### config.mk
export PLATFORM = sky130hd
export DESIGN_NAME = down_timer_ctrl_flat
export DESIGN_NICKNAME = d
export VERILOG_FILES = /design/src/rtl/down_timer_ctrl_if.sv /design/src/rtl/down_timer_ctrl.sv /design/src/flat_wrapper.sv
export SDC_FILE = /design/constraint.sdc
export NUM_CORES = 1
export LEC_CHECK = 0
export ABC_CLOCK_PERIOD_IN_PS = 4000
export BUFFER_PORTS_ARGS = -buffer_cell sky130_fd_sc_hd__buf_2
export CORE_AREA = 2 2 46 48
export CTS_BUF_LIST = sky130_fd_sc_hd__clkbuf_8
export DETAILED_ROUTE_END_ITERATION = 6
export DIE_AREA = 0 0 48 50
export MAX_ROUTING_LAYER = met4
export PLACE_DENSITY = 0.56
export RECOVER_POWER = 50
export SKIP_LAST_GASP = 1
export SYNTH_ARGS = -nofsm -noshare
export SYNTH_HDL_FRONTEND = slang
export SYNTH_SLANG_ARGS = --single-unit
### constraint.sdc
create_clock -name clk -period 4 [get_ports clk]
set_clock_uncertainty 0.2 [all_clocks]
set_input_delay 0.4 -clock clk [delete_from_list [all_inputs] [get_ports clk]]
set_output_delay 0.4 -clock clk [all_outputs]
set_load 0.01 [all_outputs]
### src/rtl/down_timer_ctrl_if.sv
// Command/status bundle for the down_timer_ctrl countdown engine.
// master drives the commands; slave is the timer itself.
interface down_timer_ctrl_if #(
  parameter int WIDTH = 4
);
  logic             start;
  logic             pause;
  logic             stop;
  logic             auto_reload;
  logic [WIDTH-1:0] load_val;
  logic [WIDTH-1:0] count;
  logic             busy;
  logic             done;

  modport master (
    output start, pause, stop, auto_reload, load_val,
    input  count, busy, done
  );

  modport slave (
    input  start, pause, stop, auto_reload, load_val,
    output count, busy, done
  );
endinterface

### src/rtl/down_timer_ctrl.sv
// Programmable down-counter controller: one-shot or periodic with pause/stop.
// Optional tick prescaler enabled by defining DTC_PRESCALE_EN.
module down_timer_ctrl #(
  parameter int WIDTH    = 4,
  parameter int PRESCALE = 4
) (
  input  logic           clk,
  input  logic           rst,
  down_timer_ctrl_if.slave bus
);

  typedef enum logic [1:0] {
    IDLE,
    RUN,
    PAUSE
  } state_t;

  state_t           state, state_n;
  logic [WIDTH-1:0] count, count_n;
  logic [WIDTH-1:0] reload, reload_n;
  logic             mode, mode_n;
  logic             done, done_n;
  logic             busy;
  logic             active;
  logic             tick;

  // A resume cycle (PAUSE with pause low) counts as a run cycle.
  assign active = (state != IDLE) && !bus.pause;

`ifdef DTC_PRESCALE_EN
  localparam int PW = (PRESCALE > 2) ? $clog2(PRESCALE) : 1;

  logic [PW-1:0] psc, psc_n;

  assign tick = (psc == PW'(PRESCALE - 1));

  always_comb begin
    psc_n = psc;
    if (bus.stop || bus.start) begin
      psc_n = '0;
    end else if (active) begin
      psc_n = tick ? '0 : psc + 1'b1;
    end
  end

  always_ff @(posedge clk) begin
    if (rst) begin
      psc <= '0;
    end else begin
      psc <= psc_n;
    end
  end
`else
  logic unused_prescale;
  assign unused_prescale = |PRESCALE;
  assign tick = 1'b1;
`endif

  always_comb begin
    state_n  = state;
    count_n  = count;
    reload_n = reload;
    mode_n   = mode;
    done_n   = 1'b0;
    if (bus.stop && state != IDLE) begin
      state_n = IDLE;
      count_n = '0;
    end else if (bus.start && !bus.stop) begin
      state_n  = RUN;
      count_n  = bus.load_val;
      reload_n = bus.load_val;
      mode_n   = bus.auto_reload;
    end else begin
      case (state)
        RUN, PAUSE: begin
          if (bus.pause) begin
            state_n = PAUSE;
          end else begin
            state_n = RUN;
            if (tick) begin
              if (count != '0) begin
                count_n = count - 1'b1;
              end else begin
                done_n = 1'b1;
                if (mode) begin
                  count_n = reload;
                end else begin
                  state_n = IDLE;
                end
              end
            end
          end
        end
        default: ;
      endcase
    end
  end

  always_ff @(posedge clk) begin
    if (rst) begin
      state  <= IDLE;
      count  <= '0;
      reload <= '0;
      mode   <= 1'b0;
      done   <= 1'b0;
      busy   <= 1'b0;
    end else begin
      state  <= state_n;
      count  <= count_n;
      reload <= reload_n;
      mode   <= mode_n;
      done   <= done_n;
      busy   <= (state_n != IDLE);
    end
  end

  assign bus.count = count;
  assign bus.busy  = busy;
  assign bus.done  = done;

endmodule

### src/flat_wrapper.sv
// flat-port wrapper written by rule: the top's interface ports become plain ports
module down_timer_ctrl_flat 
#(
  parameter int WIDTH    = 4,
  parameter int PRESCALE = 4
)
  (clk, rst, bus_start, bus_pause, bus_stop, bus_auto_reload, bus_load_val, bus_count, bus_busy, bus_done);
  down_timer_ctrl_if #(.WIDTH(WIDTH)) bus_i ();
  input  logic clk;
  input  logic rst;
  input wire logic [$bits(bus_i.start)-1:0] bus_start;
  input wire logic [$bits(bus_i.pause)-1:0] bus_pause;
  input wire logic [$bits(bus_i.stop)-1:0] bus_stop;
  input wire logic [$bits(bus_i.auto_reload)-1:0] bus_auto_reload;
  input wire logic [$bits(bus_i.load_val)-1:0] bus_load_val;
  output wire logic [$bits(bus_i.count)-1:0] bus_count;
  output wire logic [$bits(bus_i.busy)-1:0] bus_busy;
  output wire logic [$bits(bus_i.done)-1:0] bus_done;
  assign bus_i.start = bus_start;
  assign bus_i.pause = bus_pause;
  assign bus_i.stop = bus_stop;
  assign bus_i.auto_reload = bus_auto_reload;
  assign bus_i.load_val = bus_load_val;
  assign bus_count = bus_i.count;
  assign bus_busy = bus_i.busy;
  assign bus_done = bus_i.done;
  down_timer_ctrl #(.WIDTH(WIDTH), .PRESCALE(PRESCALE)) u_core (.clk(clk), .rst(rst), .bus(bus_i));
endmodule
==> results.sh <==
export IMPL_die_w_um=48
export IMPL_async_reset_ff_share_pct=0
export IMPL_max_stage_delay_ns=0.48
export IMPL_maxSlewViolCount=0
export IMPL_area_growth_synth_to_final_pct=20.8
export IMPL_maxSlewHeadroom_pct=67.6
export IMPL_ant_nets=0
export IMPL_ys_seq_area_share_pct=40.8
export IMPL_initial_core_util_pct=33.6
export IMPL_path_class="flip-flop to flip-flop"
export IMPL_min_path_cells=3
export IMPL_dr_pass1_iters=4
export IMPL_cts_buffer_depth=2
export IMPL_maxCapViolCount=0
export IMPL_grt_pass1_wl_um=2290
export IMPL_clkSinkCount=13
export IMPL_reg2reg_to="u_core.bus.count[1]"
export IMPL_synth_top_area_share_pct=40.8
export IMPL_drive_gt1_share_pct=16.8
export IMPL_track_usage_pct=14.0
export IMPL_tritoncts="done"
export IMPL_synth_edf_count=0
export IMPL_met3_usage_pct=3.30
export IMPL_final_nets=108
export IMPL_antenna_cells=0
export IMPL_coreArea_um2=1900
export IMPL_synthCells=78
export IMPL_worst_endpoint_arrival_ns=1.77
export IMPL_drc=0
export IMPL_syn_num_nets=90
export IMPL_clock_root_buffer="clkbuf_8"
export IMPL_place_congestion=0.806
export IMPL_hold_buffers=0
export IMPL_clock_latency_ns=0.24
export IMPL_hold_path_end="u_core.mode"
export IMPL_grt_use_met1_pct=18.2
export IMPL_vias_per_cell=4.74
export IMPL_required_ns=3.93
export IMPL_die_y_um=50
export IMPL_routed_via_count=578
export IMPL_min_delay_start="bus_auto_reload"
export IMPL_wl_per_cell_um=11.3
export IMPL_ys_types=25
export IMPL_pre_cts_ws_ns=2.17
export IMPL_rows=16
export IMPL_cts_resized=0
export IMPL_regToRegSetupSlack_ns=2.16
export IMPL_yosys_area_top_type="dfxtp_1"
export IMPL_syn_area_um2=638
export IMPL_finalSetupViolations=0
export IMPL_dpl_hpwl_um=1030
export IMPL_grt_max_degree=15
export IMPL_final_hold_viol_count=0
export IMPL_wl_um=1380
export IMPL_worstMarginPinSlew_ns=0.486
export IMPL_vdd_drop_max_uv=199
export IMPL_grt_pass1_vias=518
export IMPL_hp_class="input pin to flip-flop"
export IMPL_synth_flop_cell="dfxtp_1"
export IMPL_fin_crit_sh_pct=46.0
export IMPL_antenna_found_initial=0
export IMPL_synthTopCellsByArea="dfxtp_1, a21oi_1, nand2_1"
export IMPL_post_route_util_pct=40.5
export IMPL_cts_buffers=3
export IMPL_grt_overflow=0
export IMPL_rsz0062_at_grt="false"
export IMPL_drt_iter0_drc=2
export IMPL_busiest_layer="met2"
export IMPL_io_pins=16
export IMPL_crit_path_top_delay_cell="or3b_1"
export IMPL_reg2reg_from="u_core.bus.count[0]"
export IMPL_reg2reg_depth=6
export IMPL_grt_util_met2_pct=19.1
export IMPL_yosysWarnings=0
export IMPL_fmax_mhz=543
export IMPL_avgSynthCellArea_um2=8.18
export IMPL_tns_ns=0
export IMPL_fill_cells=224
export IMPL_p_per_area_nw_per_um2=428
export IMPL_crit_path_start_kind="flip-flop"
export IMPL_port_buffers=15
export IMPL_path_clk_slew_ns=0.06
export IMPL_status="completed"
export IMPL_ys_seq_elements=13
export IMPL_cp_cell_sequence="inv_1, ha_1, or3b_1, o21a_1, o211ai_1, a21oi_2"
export IMPL_worst_slack_ns=2.16
export IMPL_cp_max_fo=6
export IMPL_finalCriticalPeriod_ns=1.84
export IMPL_leakage_nw=0.298
export IMPL_postCtsSetupRepairBufs=0
export IMPL_die_area_um2=2400
export IMPL_crit_path_end_kind="flip-flop"
export IMPL_synth_common_cells="dfxtp_1, nand2_1, a21oi_1, o21ai_0, inv_1"
export IMPL_cts_max_level=1
[routing by layer]
metal / vias up / wire length [um]
li1: 311 / -
met1: 253 / 685
met2: 10 / 619
met3: 4 / 42
met4: 0 / 32
met5: - / 0
[worst max-delay path by stage]
stage / from / end / slack, ns / cells past startpoint
2_1_floorplan: u_core.bus.count[0] / u_core.bus.count[1] / 2.24 / 7
3_3_place_gp: u_core.bus.count[0] / u_core.bus.count[1] / 2.21 / 6
3_5_place_dp: u_core.bus.count[0] / u_core.bus.count[1] / 2.17 / 6
4_1_cts: u_core.bus.count[0] / u_core.bus.count[1] / 2.16 / 6
5_1_grt: u_core.bus.count[0] / u_core.bus.count[3] / 2.04 / 6
6_report: u_core.bus.count[0] / u_core.bus.count[1] / 2.16 / 6
[sequential cells by signal (all words and copies together), names as in the netlist]
name              flops
u_core.mode           1
u_core.bus.done       1
u_core.reload         4
u_core.state          2
u_core.bus.busy       1
u_core.bus.count      4
[through the flow]
step | hold WS (ns) | instances | cell area [um2] | power (W)
final | 0.190 | 122 | 771 | 0.000330
after floorplan | 0.230 | 78 | 638 | 0.000200
after detailed placement | 0.255 | 118 | 732 | 0.000217
after CTS | 0.190 | 122 | 777 | 0.000333
after global routing | 0.197 | 122 | 771 | 0.000351
after global placement | 0.248 | 118 | 732 | 0.000216
[final cells by class]
class	instances	area [um2]	area share (%)
Multi-Input combinational cell	57	340	44.2
Sequential cell	13	260	33.8
Timing Repair Buffer	15	68.8	8.93
Clock buffer	3	41.3	5.36
Tap cell	27	33.8	4.38
Inverter	6	22.5	2.92
Clock inverter	1	3.75	0.487
[layout by cell type (no fill, tap or decap)]
cell       instances
buf_2             10
o21ai_4            1
clkbuf_1           5
o21ai_0            7
nand3b_1           1
a41oi_1            1
a21o_1             1
nand2b_1           2
a31oi_1            2
mux2i_1            1
o211ai_1           2
ha_1               2
inv_1              7
o21a_1             1
nor3_1             2
a21oi_2            2
nor2b_1            2
nor4_1             1
and2b_1            1
nand2_1           13
a2bb2oi_1          1
nor2_1             2
clkbuf_8           3
dfxtp_1           13
a21oi_1           11
or3b_1             1
[worst max-delay path, delay by kind of cell, from the launching register on]
kind | cells | cell delay (ns)
flip-flops | 1 | 0.35
AO/OA/AOI/OAI | 3 | 0.44
AND/OR/NAND/NOR | 1 | 0.48
buffers and inverters | 1 | 0.07
adder cells (fa/ha/maj) | 1 | 0.19
[cell families after synthesis]
logic type,count (synthesis),share of synthesized area [%]
fa+ha+maj,2,3.92
buf+inv,8,5.88
mux,1,1.57
compound gates,29,28.8
simple gates,25,19.0
flops,13,40.8
[power by group]
group	switching (W)	total, W	internal [W]
logic	0.0000376	0.0000649	0.0000273
registers	0.00000842	0.000148	0.000139
clock network	0.0000496	0.000117	0.0000678
No activity file was read; power rests on OpenSTA's default activity.
